**config.mk**
```make
export PLATFORM = sky130hd
export DESIGN_NAME = matrix_out_streamer
export DESIGN_NICKNAME = d
export VERILOG_FILES = /design/src/rtl/matrix_out_streamer.sv
export SDC_FILE = /design/constraint.sdc
export NUM_CORES = 1
export LEC_CHECK = 0
export CORE_ASPECT_RATIO = 0.7
export CORE_MARGIN = 5
export CORE_UTILIZATION = 50
export DETAILED_ROUTE_END_ITERATION = 8
export MAX_ROUTING_LAYER = met4
export PLACE_DENSITY = 0.77
export SKIP_CTS_REPAIR_TIMING = 1
export SYNTH_ARGS = -nofsm -noshare
export SYNTH_HDL_FRONTEND = slang
export SYNTH_SLANG_ARGS = --single-unit
```
**constraint.sdc**
```tcl
create_clock -name clk -period 2 [get_ports clk]
set_input_delay 0.4 -clock clk [delete_from_list [all_inputs] [get_ports clk]]
set_output_delay 0.4 -clock clk [all_outputs]
set_load 0.02 [all_outputs]
```
**src/rtl/matrix_out_streamer.sv**
```systemverilog
// Captures an N x N matrix from a flat bus in one handshake and replays it as a
// tagged valid/ready element stream. Define MAT_STREAM_TRANSPOSE_EN for column-major order.
module matrix_out_streamer #(
    parameter int N = 2,
    parameter int W = 32,
    localparam int IW = (N > 1) ? $clog2(N) : 1
) (
    input  logic               clk,
    input  logic               rst_n,
    input  logic               in_valid,
    output logic               in_ready,
    input  logic [N*N*W-1:0]   in_mat,
    output logic               out_valid,
    input  logic               out_ready,
    output logic [W-1:0]       out_data,
    output logic [IW-1:0]      out_row,
    output logic [IW-1:0]      out_col,
    output logic               out_last,
    output logic               busy
);

    typedef enum logic {IDLE, STREAM} state_t;

    localparam logic [IW-1:0] MAX_IDX = IW'(N - 1);

    state_t             state;
    logic [N*N*W-1:0]   mat_q;
    logic [IW-1:0]      row_nx;
    logic [IW-1:0]      col_nx;
    logic               last_nx;
    logic [W-1:0]       data_nx;

    // Next traversal position; only consumed when the current element is not the last.
    always_comb begin
        row_nx = out_row;
        col_nx = out_col;
`ifdef MAT_STREAM_TRANSPOSE_EN
        if (out_row == MAX_IDX) begin
            row_nx = '0;
            col_nx = out_col + 1'b1;
        end else begin
            row_nx = out_row + 1'b1;
        end
`else
        if (out_col == MAX_IDX) begin
            col_nx = '0;
            row_nx = out_row + 1'b1;
        end else begin
            col_nx = out_col + 1'b1;
        end
`endif
        last_nx = (row_nx == MAX_IDX) && (col_nx == MAX_IDX);
        data_nx = mat_q[(int'(row_nx) * N + int'(col_nx)) * W +: W];
    end

    always_ff @(posedge clk or negedge rst_n) begin
        if (!rst_n) begin
            state     <= IDLE;
            in_ready  <= 1'b1;
            out_valid <= 1'b0;
            out_data  <= '0;
            out_row   <= '0;
            out_col   <= '0;
            out_last  <= 1'b0;
            busy      <= 1'b0;
            mat_q     <= '0;
        end else begin
            case (state)
                IDLE: begin
                    if (in_valid && in_ready) begin
                        mat_q     <= in_mat;
                        out_data  <= in_mat[W-1:0];
                        out_row   <= '0;
                        out_col   <= '0;
                        out_last  <= (N == 1);
                        out_valid <= 1'b1;
                        in_ready  <= 1'b0;
                        busy      <= 1'b1;
                        state     <= STREAM;
                    end
                end
                STREAM: begin
                    if (out_ready) begin
                        if (out_last) begin
                            out_valid <= 1'b0;
                            out_last  <= 1'b0;
                            out_data  <= '0;
                            out_row   <= '0;
                            out_col   <= '0;
                            in_ready  <= 1'b1;
                            busy      <= 1'b0;
                            state     <= IDLE;
                        end else begin
                            out_data  <= data_nx;
                            out_row   <= row_nx;
                            out_col   <= col_nx;
                            out_last  <= last_nx;
                        end
                    end
                end
                default: state <= IDLE;
            endcase
        end
    end

endmodule

```
# Yosys cells after proc, flatten, opt, wreduce, memory -nomap -nowiden
# Index checks and enable logic that the tools add are counted.
[op_classes]
addsub = 3
n_eq_ne = 3
n_shift = 1
mux = 27
n_bitwise = 1
reduce_logical = 5
[ops]
columns = ["operator", "n"]
rows = [
  ["variable part select 128 x 9 -> 32 bit", 1],
  ["two-way mux 32 bit", 3],
  ["case mux 32 bit (2 select lines)", 1],
  ["two-way mux 1 bit", 17],
  ["case mux 1 bit (2 select lines)", 6],
  ["inequality test 2 bit, second input constant", 3],
  ["AND reduction 2 bit", 2],
  ["adder 2 x 1 -> 3 bit", 1],
  ["AND reduction 3 bit", 1],
  ["adder 1 bit, second input constant", 2],
  ["logical AND 1 bit", 2],
  ["NOT 1 bit", 1],
]
[totals]
reg_bits = 166
out_inout_bits = 38

# Depth between registers and ports, before layout
# Gate-level depths: netlist (run 1).
[logic_depth]
ltp_word = 7
ltp_mapped = 8
ltp_nobuf = 5

# Least setup slack after synthesis (run 1)
# No wires, ideal clock.
[synth_timing]
kind = "reg2reg"
from = "register out_col"
to = "register out_data[0]"
setup_ns = 0.125
arrival_time_ns = 1.747
slack_ns = 0.128
path_stages_with_launch = 9
period_less_slack_ns = 1.872
path_cell_list = "dfrtp_1 > buf_6 > inv_1 > ha_1 > clkbuf_1 > buf_2 > mux4_1 > nand4b_1 > nand3_1"
[synth_between]
elab_chain_cells = 7
elab_cells_between_ends = 8
cone_classes = "add/sub: 2; shift: 1; mux: 5"
[synth_rtl]
columns = ["element", "line", "rtl"]
rows = [
  ["start, declared", "17", "output logic [IW-1:0] out_col,"],
  ["start signal, assigned", "96", "out_col <= col_nx;"],
  ["adder 1 bit", "49", "col_nx = out_col + 1'b1;"],
  ["two-way mux 1 bit", "45", "if (out_col == MAX_IDX) begin"],
  ["adder 2 x 1 -> 3 bit *", "53", "data_nx = mat_q[(int'(row_nx) * N + int'(col_nx)) * W +: W];"],
  ["variable part select 128 x 9 -> 32 bit *", "53", ""],
  ["two-way mux 32 bit *", "84", "if (out_last) begin"],
  ["two-way mux 32 bit *", "83", "if (out_ready) begin"],
  ["case mux 32 bit (2 select lines) *", "68", "case (state)"],
  ["end signal, assigned", "72", "out_data <= in_mat[W-1:0];"],
  ["end signal, assigned", "94", "out_data <= data_nx;"],
  ["end, declared", "15", "output logic [W-1:0] out_data,"],
]
# Mark *: on every way between the ends. The rest lies on a longest branch, timed or not. The select of a mux whose other input is x is not followed.
# A chain may end at the register's enable or synchronous reset.

# Worst setup path in the final report (run 1)
[layout_timing]
from = "register out_row"
to = "output out_row"
[layout_lines]
columns = ["element", "line", "rtl"]
rows = [
  ["start, declared", "16", "output logic [IW-1:0] out_row,"],
  ["start signal, assigned", "95", "out_row <= row_nx;"],
]
# No word-level cell between the ends.

==> impl_summary.txt, run 1 <==
----------------------------------------------------
[Routing]
  DRC violation count after routing ... 0
  Post-route ant nets ... 0
  1st-pass router iterations ... 5
  DR WL/cell ... approximately 17 um
  DRT iter0 DRCs ... between 300 and 400
  Vias after detailed routing ... ~6000
  Vias per inst ... between 5 and 6
  Routed WL ... ~19 mm

[Yosys]
  Flip-flop cell with the highest count after synthesis ... sky130_fd_sc_hd__dfrtp_1
  Register bit total from synthesis ... about 170
  Most instantiated cells after synthesis ... sky130_fd_sc_hd__nand2_1 (390), sky130_fd_sc_hd__dfrtp_1 (165), sky130_fd_sc_hd__mux2i_1 (55), sky130_fd_sc_hd__clkbuf_1 (36), sky130_fd_sc_hd__o21ai_0 (28)
  Share of synthesized flip-flops with an asynchronous set or reset ... 100%
  Top cells by area, synth ... sky130_fd_sc_hd__dfrtp_1 (56%), sky130_fd_sc_hd__nand2_1 (20%), sky130_fd_sc_hd__mux2i_1 (7.5%), sky130_fd_sc_hd__a2bb2oi_1 (3.2%), sky130_fd_sc_hd__o22a_1 (3.2%)
  Sequential-to-total area share from yosys stat ... 56.5%
  Distinct cells, synth ... 25
  Most repeated cell in the gate-level netlist after synthesis ... sky130_fd_sc_hd__nand2_1
  Post-synth top area cell ... sky130_fd_sc_hd__dfrtp_1
  Synth Cell Area ... between 0.007 and 0.008 mm^2
  Synth warnings ... 0
  Compound-gate portion of the synthesized area ... between 8 and 9%
  Post-Syn Instances ... just under 800
  Synthesized-area fraction occupied by and/or/nand/nor cells ... roughly 22%
  Post-synth EDFFs ... 0
  Xor-xnor portion of the synthesized cell area ... 0%
  Mean instance size in the synthesized netlist ... between 9 and 10 um^2
  Area share of the leading cell type in the synthesized netlist ... between 50% and 60%
  Synth Net Count ... just over 900
  Main combinational cell family by area after synthesis ... simple AND/OR/NAND/NOR gates
  Adder-cell share of the synthesized area ... less than 1%
  Fraction of synthesized area in multiplexers ... a little under a tenth

[Worst setup path]
  Cell count of the worst reg-to-reg path ... 6
  Crit Path Class ... reg -> out
  Logic depth of the worst path, buffers included ... 1
  Arrival time of data at the critical path endpoint ... around 1.5 ns
  Type of element launching the critical path ... register
  CP peak stage delay ... around 0.65 ns
  Standard cell with the maximum stage delay on the critical path ... sky130_fd_sc_hd__clkdlybuf4s50_1
  Largest driver fanout on the critical path ... 3
  Kind of cell with the highest combined delay on the critical path ... buffers and inverters
  Endpoint kind of the worst setup timing path ... output pin
  Worst EP required ... about 1.6 ns
  Cell-by-cell listing of the critical path ... clkdlybuf4s50_1
  Bufs and invs on worst path ... 1

[Pwr]
  Combinational cell fraction of total power ... approximately 5.0%
  Highest ir drop seen on vdd ... 0.000504 V
  Switching power share of the total ... between 20% and 30%
  Cell-internal power ... roughly 5700 uW
  Psw ... approximately 1500 uW
  Leak ... slightly below 0.005 uW
  Sequential fraction of design power ... a little under half
  Power density over the cells ... around 700 mW/mm^2
  Clock power share ... 48.6%

[Layout]
  Layout filler cell count ... between 1000 and 1500
  Share of final-layout standard cells stronger than drive strength 1 ... roughly 6.5%
  Total number of nets in the final design ... around 1100
  Multi-input combinational cell area ... approximately 0.0030 mm^2
  Growth of design area from synthesis to finish ... 36.4%
  Seq. cell area ... just over 0.004 mm^2
  Design Area, Final ... approximately 0.010 mm^2

[Global routing]
  Largest net degree at the start of global routing ... 57
  Initial antenna violation count ... 1
  All-layer global routing usage ... between 20% and 30%
  Total grt overflow ... 0
  Wire length of the first global-routing pass ... about 32 mm
  Number of global-route vias before repair ... ~6100

[Floorplanning]
  Num rows ... 37
  Initial standard-cell utilization of the core ... between 50% and 60%
  Placeable core region ... roughly 0.015 mm^2
  Die footprint ... approximately 0.017 mm^2
  Number of ports placed on the die boundary ... 170
  Die extent in x ... between 150 and 200 um
  Die height ... between 100 and 150 um

[STA]
  RSZ-0062 raised after global routing ... false
  Final period util ... a little over nine tenths
  Worst clock skew on the final layout ... 0.0115 ns
  Achievable clock frequency ... between 500 and 600 MHz
  Post-route setup slack ... about 0.089 ns
  Final hold violation count ... 0
  Final setup violating endpoints ... 0
  Slew headroom ... 64.2%
  Post-layout min period ... about 1.9 ns
  Max-slew violation total from the final report ... 0
  Transition time of the tightest slew-check pin ... about 0.54 ns

[Flow run]
  # Max-Cap Violations ... 0

[Clocking]
  Number of buffers inserted during clock tree synthesis ... 17
  CTS tree ... built
  Deepest level of the CTS H-tree ... 4
  Sink count of the clock tree ... approximately 170
  Root buffer selected by CTS ... sky130_fd_sc_hd__clkbuf_16
  Largest buffer count on any clock path ... 2
  Clock network latency to the later pin of the worst-skew pair ... roughly 0.42 ns
  Clk pin slew, worst setup/hold paths ... about 0.060 ns

[Worst hold path]
  Hold Path Cell Cnt ... 2
  Hold Path Class ... reg -> reg

[Place]
  Count of input and output buffers ... around 170
  Post-placement setup slack ... -0.0625 ns
  Routability congestion estimate from global placement ... between 0.7 and 0.8
  Area after DPL ... about 0.0094 mm^2
  HPWL Detailed ... around 13 mm

[Status]
  Outcome ... finished, final reports clean

----------------------------------------------------
==> cell families after synthesis <==
group,count (synthesis)
simple gates,415
flops,166
compound gates,85
mux,60
buf+inv,56
fa+ha+maj,1
==> worst paths after layout <==
path | startpoint | end | slack, ns
worst min register to register | mat_q[83]$_DFFE_PN0P_ | mat_q[83]$_DFFE_PN0P_ | 0.47
worst min-delay path | mat_q[83]$_DFFE_PN0P_ | mat_q[83]$_DFFE_PN0P_ | 0.47
worst max-delay path | out_row$_DFFE_PN0P_ | out_row | 0.09
min in group asynchronous | rst_n | mat_q[59]$_DFFE_PN0P_ | 0.49
max in group asynchronous | rst_n | mat_q[56]$_DFFE_PN0P_ | 0.77
worst max register to register | out_col$_DFFE_PN0P_ | out_data[23]$_DFFE_PN0P_ | 0.15
==> sequential cells by signal (all words and copies together), names as in the netlist <==
name and flops:
mat_q 128, out_last 1, state 1, in_ready 1, out_data 32, out_row 1, out_col 1, busy 1
==> per-layer routing <==
layer | wire length [um] | up-vias | GRT usage [%]
li1 | - | 2899 | -
met1 | 9130 | 2839 | 34.1
met2 | 8250 | 233 | 33.1
met3 | 1470 | 18 | 5.59
met4 | 201 | 0 | 5.82
met5 | 0 | - | -
==> final cells by class <==
cell class	count	share of cell area, %
multi-input cells	561	29.5
flip-flops and latches	166	41.4
diodes	1	0.0249
clock buffers	23	4.96
inverters	2	0.0748
clock inverters	9	1.38
repair buffers	196	20.2
well taps	195	2.43
==> layout by cell type (no fill, tap or decap), types with 10 or more instances in the layout <==
master | synthesis | routed
sky130_fd_sc_hd__mux2i_1 | 55 | 55
sky130_fd_sc_hd__buf_12 | 0 | 10
sky130_fd_sc_hd__a2bb2oi_1 | 27 | 27
sky130_fd_sc_hd__dfrtp_1 | 165 | 165
sky130_fd_sc_hd__buf_4 | 2 | 16
sky130_fd_sc_hd__clkdlybuf4s50_1 | 0 | 165
sky130_fd_sc_hd__o21ai_0 | 28 | 28
sky130_fd_sc_hd__nand2_1 | 390 | 390
sky130_fd_sc_hd__o22a_1 | 27 | 27
sky130_fd_sc_hd__clkbuf_16 | 0 | 17
sky130_fd_sc_hd__nand3_1 | 13 | 13
==> power groups by stage <==
stage	clock [uW]	sequential, uW	combinational [uW]
final	3510	3360	358
after global routing	3700	3350	388
after detailed placement	0	3420	358
after floorplan	0	3420	5.89
after global placement	0	3420	357
after CTS	3530	3360	361
==> stage by stage <==
step	hold slack [ns]	total power (uW)	TNS [ns]	cells	utilization, %
global placement	0.370	3780	0	1119	64.3
floorplan	0.104	3430	0	783	-
finish	0.470	7220	0	1153	68.8
CTS	-0.0731	7250	-0.0464	1151	68.7
detailed placement	0.375	3780	-0.361	1119	64.3
global route	0.478	7440	0	1153	68.8
Note: power is estimated with default switching activity, not from simulation.
==> inputs of run 2 (changes only) <==
--- a/config.mk
+++ b/config.mk
@@ -15,3 +15,4 @@
 export SYNTH_ARGS = -nofsm -noshare
 export SYNTH_HDL_FRONTEND = slang
 export SYNTH_SLANG_ARGS = --single-unit
+export TNS_END_PERCENT = 50
==> constraint.sdc (replaced) <==
create_clock -name clk -period 2 [get_ports clk]
set_input_delay 0.3 -clock clk [delete_from_list [all_inputs] [get_ports clk]]
set_output_delay 0.3 -clock clk [all_outputs]
set_load 0.02 [all_outputs]
==> impl_summary.txt, run 2 (synthesis results as in run 1) <==
----------------------------------------------------
[Status]
  Outcome ... finished, final reports clean

[Routing]
  Routed WL ... 19.2 mm (+1.0%)
  Post-route ant nets ... 0 (unchanged)
  Vias after detailed routing ... 6054 (+1.1%)
  DR WL/cell ... 16.7 um (+0.92%)
  DRT iter0 DRCs ... 396 (+32%)
  DRC violation count after routing ... 0 (unchanged)
  Vias per inst ... 5.25 (+1.0%)
  1st-pass router iterations ... 5 (unchanged)

[STA]
  RSZ-0062 raised after global routing ... false
  Achievable clock frequency ... 517 MHz (-1.2%)
  Final setup violating endpoints ... 0 (unchanged)
  Final TNS setup ... 0 ns (unchanged)
  Slew headroom ... 72.2% (+8.0 points)
  Worst clock skew on the final layout ... 0.0123 ns (+0.000855 ns)
  Transition time of the tightest slew-check pin ... 0.416 ns (-0.121 ns)
  Post-layout min period ... 1.93 ns (+0.0229 ns)
  Max-slew violation total from the final report ... 0 (unchanged)
  Final period util ... 96.7% (+1.1 points)
  Final hold violation count ... 0 (unchanged)

[Worst setup path]
  Arrival time of data at the critical path endpoint ... 1.63 ns (+0.12 ns)
  CP peak stage delay ... 0.66 ns (about the same)
  Kind of cell with the highest combined delay on the critical path ... buffers and inverters
  Register-to-register setup slack ... 0.21 ns (+0.06 ns)
  Bufs and invs on worst path ... 1 (unchanged)
  Cell-by-cell listing of the critical path ... clkdlybuf4s50_1
  Largest driver fanout on the critical path ... 5 (+2)
  Crit Path Class ... reg -> out
  Endpoint kind of the worst setup timing path ... output pin
  Worst EP required ... 1.70 ns (+0.10 ns)
  Standard cell with the maximum stage delay on the critical path ... sky130_fd_sc_hd__clkdlybuf4s50_1
  Type of element launching the critical path ... register

[Place]
  Routability congestion estimate from global placement ... 0.799 (+1.4%)
  HPWL Detailed ... 12.7 mm (+1.6%)
  Number of placed instances with taps included ... 1119 (unchanged)
  Count of input and output buffers ... 169 (unchanged)

[Clocking]
  Sink count of the clock tree ... 166 (unchanged)
  Clk pin slew, worst setup/hold paths ... 0.06 ns (about the same)
  CTS tree ... built
  Deepest level of the CTS H-tree ... 4 (unchanged)
  Root buffer selected by CTS ... sky130_fd_sc_hd__clkbuf_16
  Number of buffers inserted during clock tree synthesis ... 17 (unchanged)
  Largest buffer count on any clock path ... 2 (unchanged)
  Clock network latency to the later pin of the worst-skew pair ... 0.41 ns (about the same)

[Global routing]
  All-layer global routing usage ... 23.1% (-0.21 points)
  Total grt overflow ... 0 (unchanged)
  Wire length of the first global-routing pass ... 31.5 mm (about the same)
  Number of global-route vias before repair ... 6247 (+1.9%)
  Largest net degree at the start of global routing ... 91 (+60%)
  Initial antenna violation count ... 2 (+1)

[Layout]
  Growth of design area from synthesis to finish ... 35.8%
  Most frequent cells in the layout ... sky130_fd_sc_hd__nand2_1 (390), sky130_fd_sc_hd__clkdlybuf4s50_1 (168), sky130_fd_sc_hd__dfrtp_1 (165)
  Total number of nets in the final design ... 1077 (unchanged)
  Regs by FF count ... mat_q x128, out_data x32
  Register with the most flip-flops ... mat_q
  Share of final-layout standard cells stronger than drive strength 1 ... 6.27% (-0.21 points)
  Most common library cell in the layout ignoring fill and taps ... sky130_fd_sc_hd__nand2_1
  Number of flip-flops in the largest register ... 128 (unchanged)
  Non-filler cells in the finished layout ... 1154 (+0.087%)

[Floorplanning]
  Die height ... 112 um (unchanged)
  Die footprint ... 0.0173 mm^2 (unchanged)
  Num rows ... 37 (unchanged)
  Die extent in x ... 155 um (unchanged)
  Number of ports placed on the die boundary ... 170 (unchanged)
  Initial standard-cell utilization of the core ... 50.5% (unchanged)
  Placeable core region ... 0.0146 mm^2 (unchanged)

[Worst hold path]
  Hold Path Class ... in -> async

[Pwr]
  Leak ... 0.00482 uW (-1.5%)
  Power density over the cells ... 704 mW/mm^2 (-2.2%)
  Highest ir drop seen on vdd ... 0.000456 V (-9.5%)

[Flow run]
  # Max-Cap Violations ... 0 (unchanged)

----------------------------------------------------
run 2: changes by cell type in the layout (fill, tap and decap cells not counted), sizes merged:
| cell | before | now |
|---|---|---|
| clkinv | 5 | 2 |
| clkinvlp | 0 | 5 |
| clkbuf | 23 | 21 |
| dlymetal6s2s | 3 | 0 |
| diode | 1 | 2 |
| clkdlybuf4s50 | 165 | 168 |
run 2: power breakdown:
group	internal, uW	switching (uW)
Combinational	238	119
Clock	2000	1320
Sequential	3360	0
run 2: cell type report:
| type | instances | area [um^2] |
|---|---|---|
| clock inverters | 11 | 150 |
| inverters | 2 | 7.51 |
| well taps | 195 | 244 |
| clock buffers | 21 | 450 |
| multi-input cells | 561 | 2960 |
| flip-flops and latches | 166 | 4160 |
| repair buffers | 196 | 2020 |
| diodes | 2 | 5.00 |
| fillers | 1127 | 4580 |
run 2: per-stage QoR:
| stage | setup slack [ns] | cell area, um^2 | hold WS, ns | util, % | power (uW) |
|---|---|---|---|---|---|
| 6_report | 0.0664 | 10000 | 0.364 | 68.6 | 7040 |
| 3_3_place_gp | 0.227 | 9380 | 0.229 | 64.3 | 3780 |
| 2_1_floorplan | 0.128 | 7360 | 0.00441 | - | 3430 |
| 5_1_grt | 0.0208 | 10000 | 0.387 | 68.6 | 7270 |
| 3_5_place_dp | 0.181 | 9380 | 0.233 | 64.3 | 3780 |
| 4_1_cts | 0.0522 | 9980 | -0.207 | 68.5 | 7100 |
run 2: per-layer routing:
metal,up-vias,routed length (um),GRT usage [%]
li1,2896,-,-
met1,2911,9000,33.2
met2,223,8630,33.8
met3,24,1410,5.17
met4,0,193,5.65
met5,-,0,-
run 2: path summary, 6_finish.rpt:
check	depth (start not counted)	to	startpoint
hold reg to reg	2	mat_q[57]$_DFFE_PN0P_	mat_q[57]$_DFFE_PN0P_
max in group asynchronous	3	mat_q[103]$_DFFE_PN0P_	rst_n
min in group clk	3	mat_q[49]$_DFFE_PN0P_	in_mat[49]
setup / recovery	1	in_ready	in_ready$_DFFE_PN1P_
setup reg to reg	6	out_data[0]$_DFFE_PN0P_	out_col$_DFFE_PN0P_
hold / removal	2	mat_q[26]$_DFFE_PN0P_	rst_n
